===== config.mk =====
export PLATFORM = sky130hd
export DESIGN_NAME = link_burst_top
export DESIGN_NICKNAME = d
export VERILOG_FILES = /design/src/rtl/link_pkg.sv /design/src/rtl/link_slave_acc.sv /design/src/rtl/link_burst_top.sv
export SDC_FILE = /design/constraint.sdc
export NUM_CORES = 1
export LEC_CHECK = 0
export ABC_AREA = 1
export BUFFER_PORTS_ARGS = -buffer_cell sky130_fd_sc_hd__buf_2
export CORE_UTILIZATION = 61
export DETAILED_ROUTE_END_ITERATION = 12
export PLACE_DENSITY_LB_ADDON = 0.25
export RECOVER_POWER = 25
export REMOVE_ABC_BUFFERS = 1
export SLEW_MARGIN = 20
export SYNTH_ARGS = -nofsm -noshare
export SYNTH_HDL_FRONTEND = slang
export SYNTH_SLANG_ARGS = --single-unit

===== constraint.sdc =====
create_clock -name clk -period 3.7 [get_ports clk]
set_clock_uncertainty 0.15 [all_clocks]
set_input_delay 0.555 -clock clk [delete_from_list [all_inputs] [get_ports clk]]
set_output_delay 0.555 -clock clk [all_outputs]
set_load 0.02 [all_outputs]

===== src/rtl/link_pkg.sv =====
// Shared state encodings and constants for the burst link master and slave.
package link_pkg;

  typedef enum logic [1:0] {
    M_IDLE,
    M_REQ,
    M_DROP,
    M_DONE
  } master_state_t;

  typedef enum logic [1:0] {
    S_IDLE,
    S_WAIT,
    S_ACK
  } slave_state_t;

  localparam int ACK_DELAY_W = 4;

endpackage


===== src/rtl/link_slave_acc.sv =====
// Burst link slave: waits a programmable delay before acking, and on each ack
// captures the word into last-word, running checksum and word-count registers.
module link_slave_acc
  import link_pkg::*;
#(
  parameter  int DATA_W    = 8,
  parameter  int BURST_LEN = 4,
  parameter  int ACK_DELAY = 0,
  localparam int CNT_W     = $clog2(BURST_LEN + 1)
) (
  input  logic              clk,
  input  logic              rst_n,
  input  logic              i_clr,
  input  logic              i_req,
  input  logic [DATA_W-1:0] i_data,
  output logic              o_ack,
  output logic [DATA_W-1:0] o_last_word,
  output logic [DATA_W-1:0] o_checksum,
  output logic [CNT_W-1:0]  o_word_cnt
);

  slave_state_t           r_state;
  logic [ACK_DELAY_W-1:0] r_cnt;
  logic [DATA_W-1:0]      r_last_word;
  logic [DATA_W-1:0]      r_checksum;
  logic [CNT_W-1:0]       r_word_cnt;

  // Capture happens on the transition into S_ACK; clr only arrives while idle.
  always_ff @(posedge clk or negedge rst_n) begin
    if (!rst_n) begin
      r_state     <= S_IDLE;
      r_cnt       <= '0;
      r_last_word <= '0;
      r_checksum  <= '0;
      r_word_cnt  <= '0;
    end else begin
      case (r_state)
        S_IDLE: begin
          if (i_req) begin
            if (ACK_DELAY > 0) begin
              r_state <= S_WAIT;
              r_cnt   <= '0;
            end else begin
              r_state     <= S_ACK;
              r_last_word <= i_data;
              r_checksum  <= r_checksum + i_data;
              r_word_cnt  <= r_word_cnt + CNT_W'(1);
            end
          end
        end
        S_WAIT: begin
          if (r_cnt == ACK_DELAY_W'(ACK_DELAY - 1)) begin
            r_state     <= S_ACK;
            r_last_word <= i_data;
            r_checksum  <= r_checksum + i_data;
            r_word_cnt  <= r_word_cnt + CNT_W'(1);
          end else begin
            r_cnt <= r_cnt + ACK_DELAY_W'(1);
          end
        end
        S_ACK: begin
          if (!i_req) r_state <= S_IDLE;
        end
        default: r_state <= S_IDLE;
      endcase
      if (i_clr) begin
        r_checksum <= '0;
        r_word_cnt <= '0;
      end
    end
  end

  assign o_ack       = (r_state == S_ACK);
  assign o_last_word = r_last_word;
  assign o_checksum  = r_checksum;
  assign o_word_cnt  = r_word_cnt;

endmodule


===== src/rtl/link_burst_top.sv =====
// Burst link top: inline master FSM sending BURST_LEN words over a 4-phase
// req/ack handshake to link_slave_acc, with registered status/monitor outputs.
module link_burst_top
  import link_pkg::*;
#(
  parameter  int DATA_W    = 8,
  parameter  int BURST_LEN = 4,
  parameter  int START_VAL = 1,
  parameter  int STEP      = 1,
  parameter  int ACK_DELAY = 0,
  localparam int CNT_W     = $clog2(BURST_LEN + 1)
) (
  input  logic              clk,
  input  logic              rst,
  input  logic              start,
  output logic              busy,
  output logic              done,
  output logic              req_mon,
  output logic              ack_mon,
  output logic [DATA_W-1:0] last_word,
  output logic [DATA_W-1:0] checksum,
  output logic [CNT_W-1:0]  word_cnt
);

  master_state_t     r_state;
  logic [CNT_W-1:0]  r_idx;
  logic [DATA_W-1:0] r_data;
  logic              r_busy;
  logic              r_done;
  logic              r_req_mon;
  logic              r_ack_mon;
  logic              w_req;
  logic              w_ack;
  logic              w_accept;

  assign w_req    = (r_state == M_REQ);
  assign w_accept = (r_state == M_IDLE) && start;

  always_ff @(posedge clk or negedge rst) begin
    if (!rst) begin
      r_state <= M_IDLE;
      r_idx   <= '0;
      r_data  <= '0;
    end else begin
      case (r_state)
        M_IDLE: begin
          if (start) begin
            r_state <= M_REQ;
            r_idx   <= '0;
            r_data  <= DATA_W'(START_VAL);
          end
        end
        M_REQ: begin
          if (w_ack) r_state <= M_DROP;
        end
        M_DROP: begin
          if (!w_ack) begin
            if (r_idx == CNT_W'(BURST_LEN - 1)) begin
              r_state <= M_DONE;
            end else begin
              r_state <= M_REQ;
              r_idx   <= r_idx + CNT_W'(1);
              r_data  <= r_data + DATA_W'(STEP);
            end
          end
        end
        M_DONE:  r_state <= M_IDLE;
        default: r_state <= M_IDLE;
      endcase
    end
  end

  // Status and monitor outputs are registered copies, one cycle behind the FSM.
  always_ff @(posedge clk or negedge rst) begin
    if (!rst) begin
      r_busy    <= 1'b0;
      r_done    <= 1'b0;
      r_req_mon <= 1'b0;
      r_ack_mon <= 1'b0;
    end else begin
      r_busy    <= (r_state != M_IDLE);
      r_done    <= (r_state == M_DONE);
      r_req_mon <= w_req;
      r_ack_mon <= w_ack;
    end
  end

  link_slave_acc #(
    .DATA_W    (DATA_W),
    .BURST_LEN (BURST_LEN),
    .ACK_DELAY (ACK_DELAY)
  ) u_slave (
    .clk         (clk),
    .rst_n       (rst),
    .i_clr       (w_accept),
    .i_req       (w_req),
    .i_data      (r_data),
    .o_ack       (w_ack),
    .o_last_word (last_word),
    .o_checksum  (checksum),
    .o_word_cnt  (word_cnt)
  );

  assign busy    = r_busy;
  assign done    = r_done;
  assign req_mon = r_req_mon;
  assign ack_mon = r_ack_mon;

endmodule


Word level (Yosys, flattened, before mapping) --
Index checks and enable logic that the tools add are counted.
Cells by class: eq/ne operators 16, multiplexer cells 28, $add $sub $neg 5, reduce and logical (&&, ||, !) cells 13, bitwise logic cells 1
Operator list (count):
- 8-bit two-way mux | 8
- 8-bit case mux with 2 select lines | 3
- 3-bit two-way mux | 6
- 2-bit two-way mux | 7
- 3-bit case mux with 2 select lines | 2
- 3-bit AND reduction | 4
- 2-bit inequality test, second input constant | 5
- 8-bit by 1-bit adder with 8-bit output, second input constant | 1
- 8-bit adder | 1
- 2-bit case mux with 4 select lines | 1
- 3-bit by 1-bit adder with 3-bit output, second input constant | 2
- 2-bit == test, second input constant | 3
- 3-bit by 1-bit inequality test with 1-bit output, second input constant | 2
- 2-bit case mux with 3 select lines | 1
- 2-bit nonzero test | 3
- 4-bit by 1-bit adder with 4-bit output, second input constant | 1
- 2-bit by 1-bit == test with 1-bit output, second input constant | 2
- 4-bit == test, second input constant | 1
- 2-bit logical NOT | 2
- 2-bit by 1-bit inequality test with 1-bit output, second input constant | 2
- 4-bit AND reduction | 1
- 3-bit by 2-bit == test with 1-bit output, second input constant | 1
- 3-bit nonzero test | 1
- 2-bit AND reduction | 1
- other kinds (2) | 2
Storage, ports and cells: input bits 3, word-level logic and storage cells 75, bits in registers 42, output and inout bits 23

Depth between registers and ports, before layout --
depth after elaboration 4, depth in mapped cells 11, depth with buffers taken out 11

Hierarchy --
From an unflattened synthesis, not the netlist that was laid out.
Unflattened totals: cells, all modules 217, area, all modules 1966.9 um^2
Modules (own cells, without submodules):
- link_slave_acc | times used 1, cells an instance 114, seq. area each 500.5 um^2, area each 1096.1 um^2
- link_burst_top | times used 1, cells an instance 103, seq. area each 425.4 um^2, area each 870.8 um^2

Worst setup path before layout --
Ideal clock, no wire load.
kind register to register, start point register u_slave.r_checksum[0], in the netlist u_slave.o_checksum[0], end point register u_slave.r_checksum[4], in the netlist u_slave.o_checksum[4], path slack 1.908 ns, library setup time 0.065 ns, period minus slack after synthesis 1.792 ns, buffers on the path 0, stages on the path, launching flop included 10, required time 3.485 ns, data arrival time 1.577 ns, path through dfrtp_1 > ha_1 > inv_1 > fa_1 > inv_1 > nand2_1 > a21oi_1 > xor2_1 > nand2_1 > nand2_1
Between the ends: longest elaborated chain between the ends 4, elaborated cells on any way between the ends 5, classes of those cells add/sub (1); mux (4)
Ends and longest elaborated chain:
- start, declared | line link_slave_acc.sv:25 | logic [DATA_W-1:0] r_checksum;
- start signal, assigned | line link_slave_acc.sv:46 | r_checksum <= r_checksum + i_data;
- start signal, assigned | line link_slave_acc.sv:55 | r_checksum <= r_checksum + i_data;
- 8-bit adder * | line link_slave_acc.sv:46, link_slave_acc.sv:55
- 8-bit two-way mux, on equally long branches | line link_slave_acc.sv:52, link_slave_acc.sv:39
- 8-bit case mux with 2 select lines * | line link_slave_acc.sv:37 | case (r_state)
- 8-bit two-way mux * | line link_slave_acc.sv:66 | if (i_clr) begin
Every way passes the cells marked *; elsewhere a longest branch is shown, timed or not. The select of a mux whose other input is x is not followed. A chain may end at the register's enable or synchronous reset.

==> flow_metrics.env <==
export IMPL_wl_um=3630
export IMPL_yosysSeqAreaShare_pct=49.0
export IMPL_grt_usage_pct=25.2
export IMPL_critPathKind="input port to async pin"
export IMPL_cp_cell_sequence="clkbuf_1"
export IMPL_clock_latency_ps=340
export IMPL_rows=19
export IMPL_fin_crit_sh_pct=54.1
export IMPL_ys_flop_type="dfrtp_1"
export IMPL_post_route_min_period_ps=2000
export IMPL_portBuffers=25
export IMPL_synthesis_area_um2=1890
export IMPL_via_count=1507
export IMPL_ir_drop_v=0.000592
export IMPL_start_util_pct=66.2
export IMPL_dp_hpwl_um=2580
export IMPL_yosysTopAreaCell="dfrtp_1"
export IMPL_gp_congestion=0.862
export IMPL_cp_end_kind="async pin"
export IMPL_postSynthAreaPerCell_um2=8.71
export IMPL_failed_checks="design-rule violations, max-capacitance violations, max-slew violations"
export IMPL_antennaDiodeCount=0
export IMPL_cap_violations=1
export IMPL_die_height_um=57.7
export IMPL_slew_headroom_pct=-29.4
export IMPL_nFillCells=235
export IMPL_num_io_pins=26
export IMPL_critPathArrivalTime_ps=1940
export IMPL_route_detailed_drc=3
export IMPL_grt_pass1_vias=1468
export IMPL_ys_ff_latch=37
export IMPL_critPathBufInv=1
export IMPL_slowest_delay_ps=1370
export IMPL_synth_area_leaders="dfrtp_1, nand2_1, ha_1, inv_1, a21oi_1"
export IMPL_synth_common_cells="nand2_1, dfrtp_1, inv_1, nor2_1"
export IMPL_setup_ws_ps=1700
export IMPL_cts_buffers=5
export IMPL_drive_gt1_share_pct=15.8
export IMPL_grt_setup_unrepaired="no"
export IMPL_ctsHoldBuffers=0
export IMPL_synth_most_common_cell="nand2_1"
export IMPL_fin_nets=264
export IMPL_synth_cells=217
export IMPL_async_reset_ff_share_pct=100
export IMPL_clockBufferDepth=2
export IMPL_final_core_utilization_pct=73.3
export IMPL_grt_max_degree=38
export IMPL_worst_slew_pin_slew_ps=1940
export IMPL_critPathLaunchType="input port"
export IMPL_clock_fmax_mhz=500
export IMPL_synth_edff_count=0
export IMPL_drv_slew=38
export IMPL_cts_sinks=37
export IMPL_synth_warnings=0
export IMPL_tritoncts="done"
export IMPL_drtAntennaViolNets=0
export IMPL_core_um2=2850
export IMPL_regArea_um2=926
export IMPL_final_hold_violation_count=0
export IMPL_cellPowerDensity_nw_per_um2=765
export IMPL_crit_required_ps=3640
export IMPL_place_ws_ps=1800
export IMPL_grt_overflow=0
export IMPL_drt_pass1_iter_count=8
export IMPL_crit_slowest_cell="clkbuf_1"
export IMPL_clkTransAtPathRegs_ps=100
export IMPL_p_leak_uw=0.00117
export IMPL_critical_path_top_delay_family="buffers and inverters"
export IMPL_vias_per_cell=5.42
export IMPL_setup_viol=0
export IMPL_grt_pass1_wl_um=6260
export IMPL_cts_resized=0
export IMPL_synthDistinctLibCells=25
export IMPL_drt_initial_drc_count=94
export IMPL_multi_input_area_um2=832
export IMPL_outcome="complete, but fails checks"
export IMPL_grt_antenna_before_repair=0
export IMPL_cts_setup_buffers=0
export IMPL_cts_root_buf="clkbuf_4"
export IMPL_dieArea_um2=3320
export IMPL_die_w_um=57.7
export IMPL_crit_fanout=37
export IMPL_area_growth_syn_to_layout_pct=10.7
export IMPL_htree_levels=2
export IMPL_tns_ps=0
export IMPL_wl_per_cell_um=13.0
export IMPL_synth_top_area_share_pct=49.0
export IMPL_min_path_type="register to register"
## through the flow
stage | area [µm²] | power, µW | hold slack (ps) | std cells
after CTS | 2090 | 1610 | 152 | 278
after floorplan | 1870 | 1160 | 109 | 215
after global placement | 2040 | 1360 | 330 | 271
after detailed placement | 2040 | 1390 | 337 | 271
after global routing | 2090 | 1730 | 388 | 278
final | 2090 | 1600 | 358 | 278
## registers in the layout (all words and copies together) (netlist names)
signal,cells
ack_mon,1
busy,1
done,1
r_data,8
r_idx,3
r_state,2
req_mon,1
u_slave.o_checksum,8
u_slave.o_last_word,8
u_slave.o_word_cnt,3
u_slave.r_state,1
## cells by family after synthesis
family                   synth area share [%]
AND/OR/NAND/NOR                          20.5
AO/OA/AOI/OAI                            10.8
flip-flops                               49.0
buffers and inverters                    6.95
adder cells (fa/ha/maj)                  9.67
XOR/XNOR                                 1.85
multiplexers                             1.19
## cell type report
type | count | share of cell area [%]
Clock buffer | 7 | 2.63
Inverter | 31 | 5.56
Multi-Input combinational cell | 147 | 39.8
Sequential cell | 37 | 44.3
Tap cell | 31 | 1.85
Timing Repair Buffer | 25 | 5.92
## placed cells by master (no fill, tap or decap), types with 2 or more instances in the layout
master	n
mux2_2	2
xor2_1	4
nor2_1	18
inv_1	28
inv_2	3
clkbuf_1	2
a22o_1	2
ha_1	13
clkbuf_4	5
nand4_1	3
nand3_1	13
dfrtp_1	37
buf_2	24
o21ai_0	15
o22ai_1	2
nand2_1	51
a21oi_1	15
## final timing paths
path                                         endpoint  slack [ps]  depth (start not counted)       start
max in group clk                u_slave.o_word_cnt[1]        1760                          8  r_state[0]
worst min-delay path                         r_idx[0]         360                          1    r_idx[0]
min in group asynchronous       u_slave.o_checksum[4]         580                          1         rst
worst min register to register               r_idx[0]         360                          1    r_idx[0]
worst max register to register  u_slave.o_word_cnt[1]        1760                          8  r_state[0]
worst max-delay path                             done        1700                          1         rst
## per-layer routing
layer / vias to the layer above / GRT usage [%] / wire (µm)
li1: 766 / - / -
met1: 709 / 32.0 / 1740
met2: 26 / 41.9 / 1700
met3: 6 / 7.14 / 132
met4: 0 / 8.84 / 49
met5: - / 0 / 0
## power by group
group	internal (µW)	total [µW]	switching (µW)
sequential	543	652	109
combinational	247	733	486
clock	89.7	215	126
Note: power is estimated with default switching activity, not from simulation.
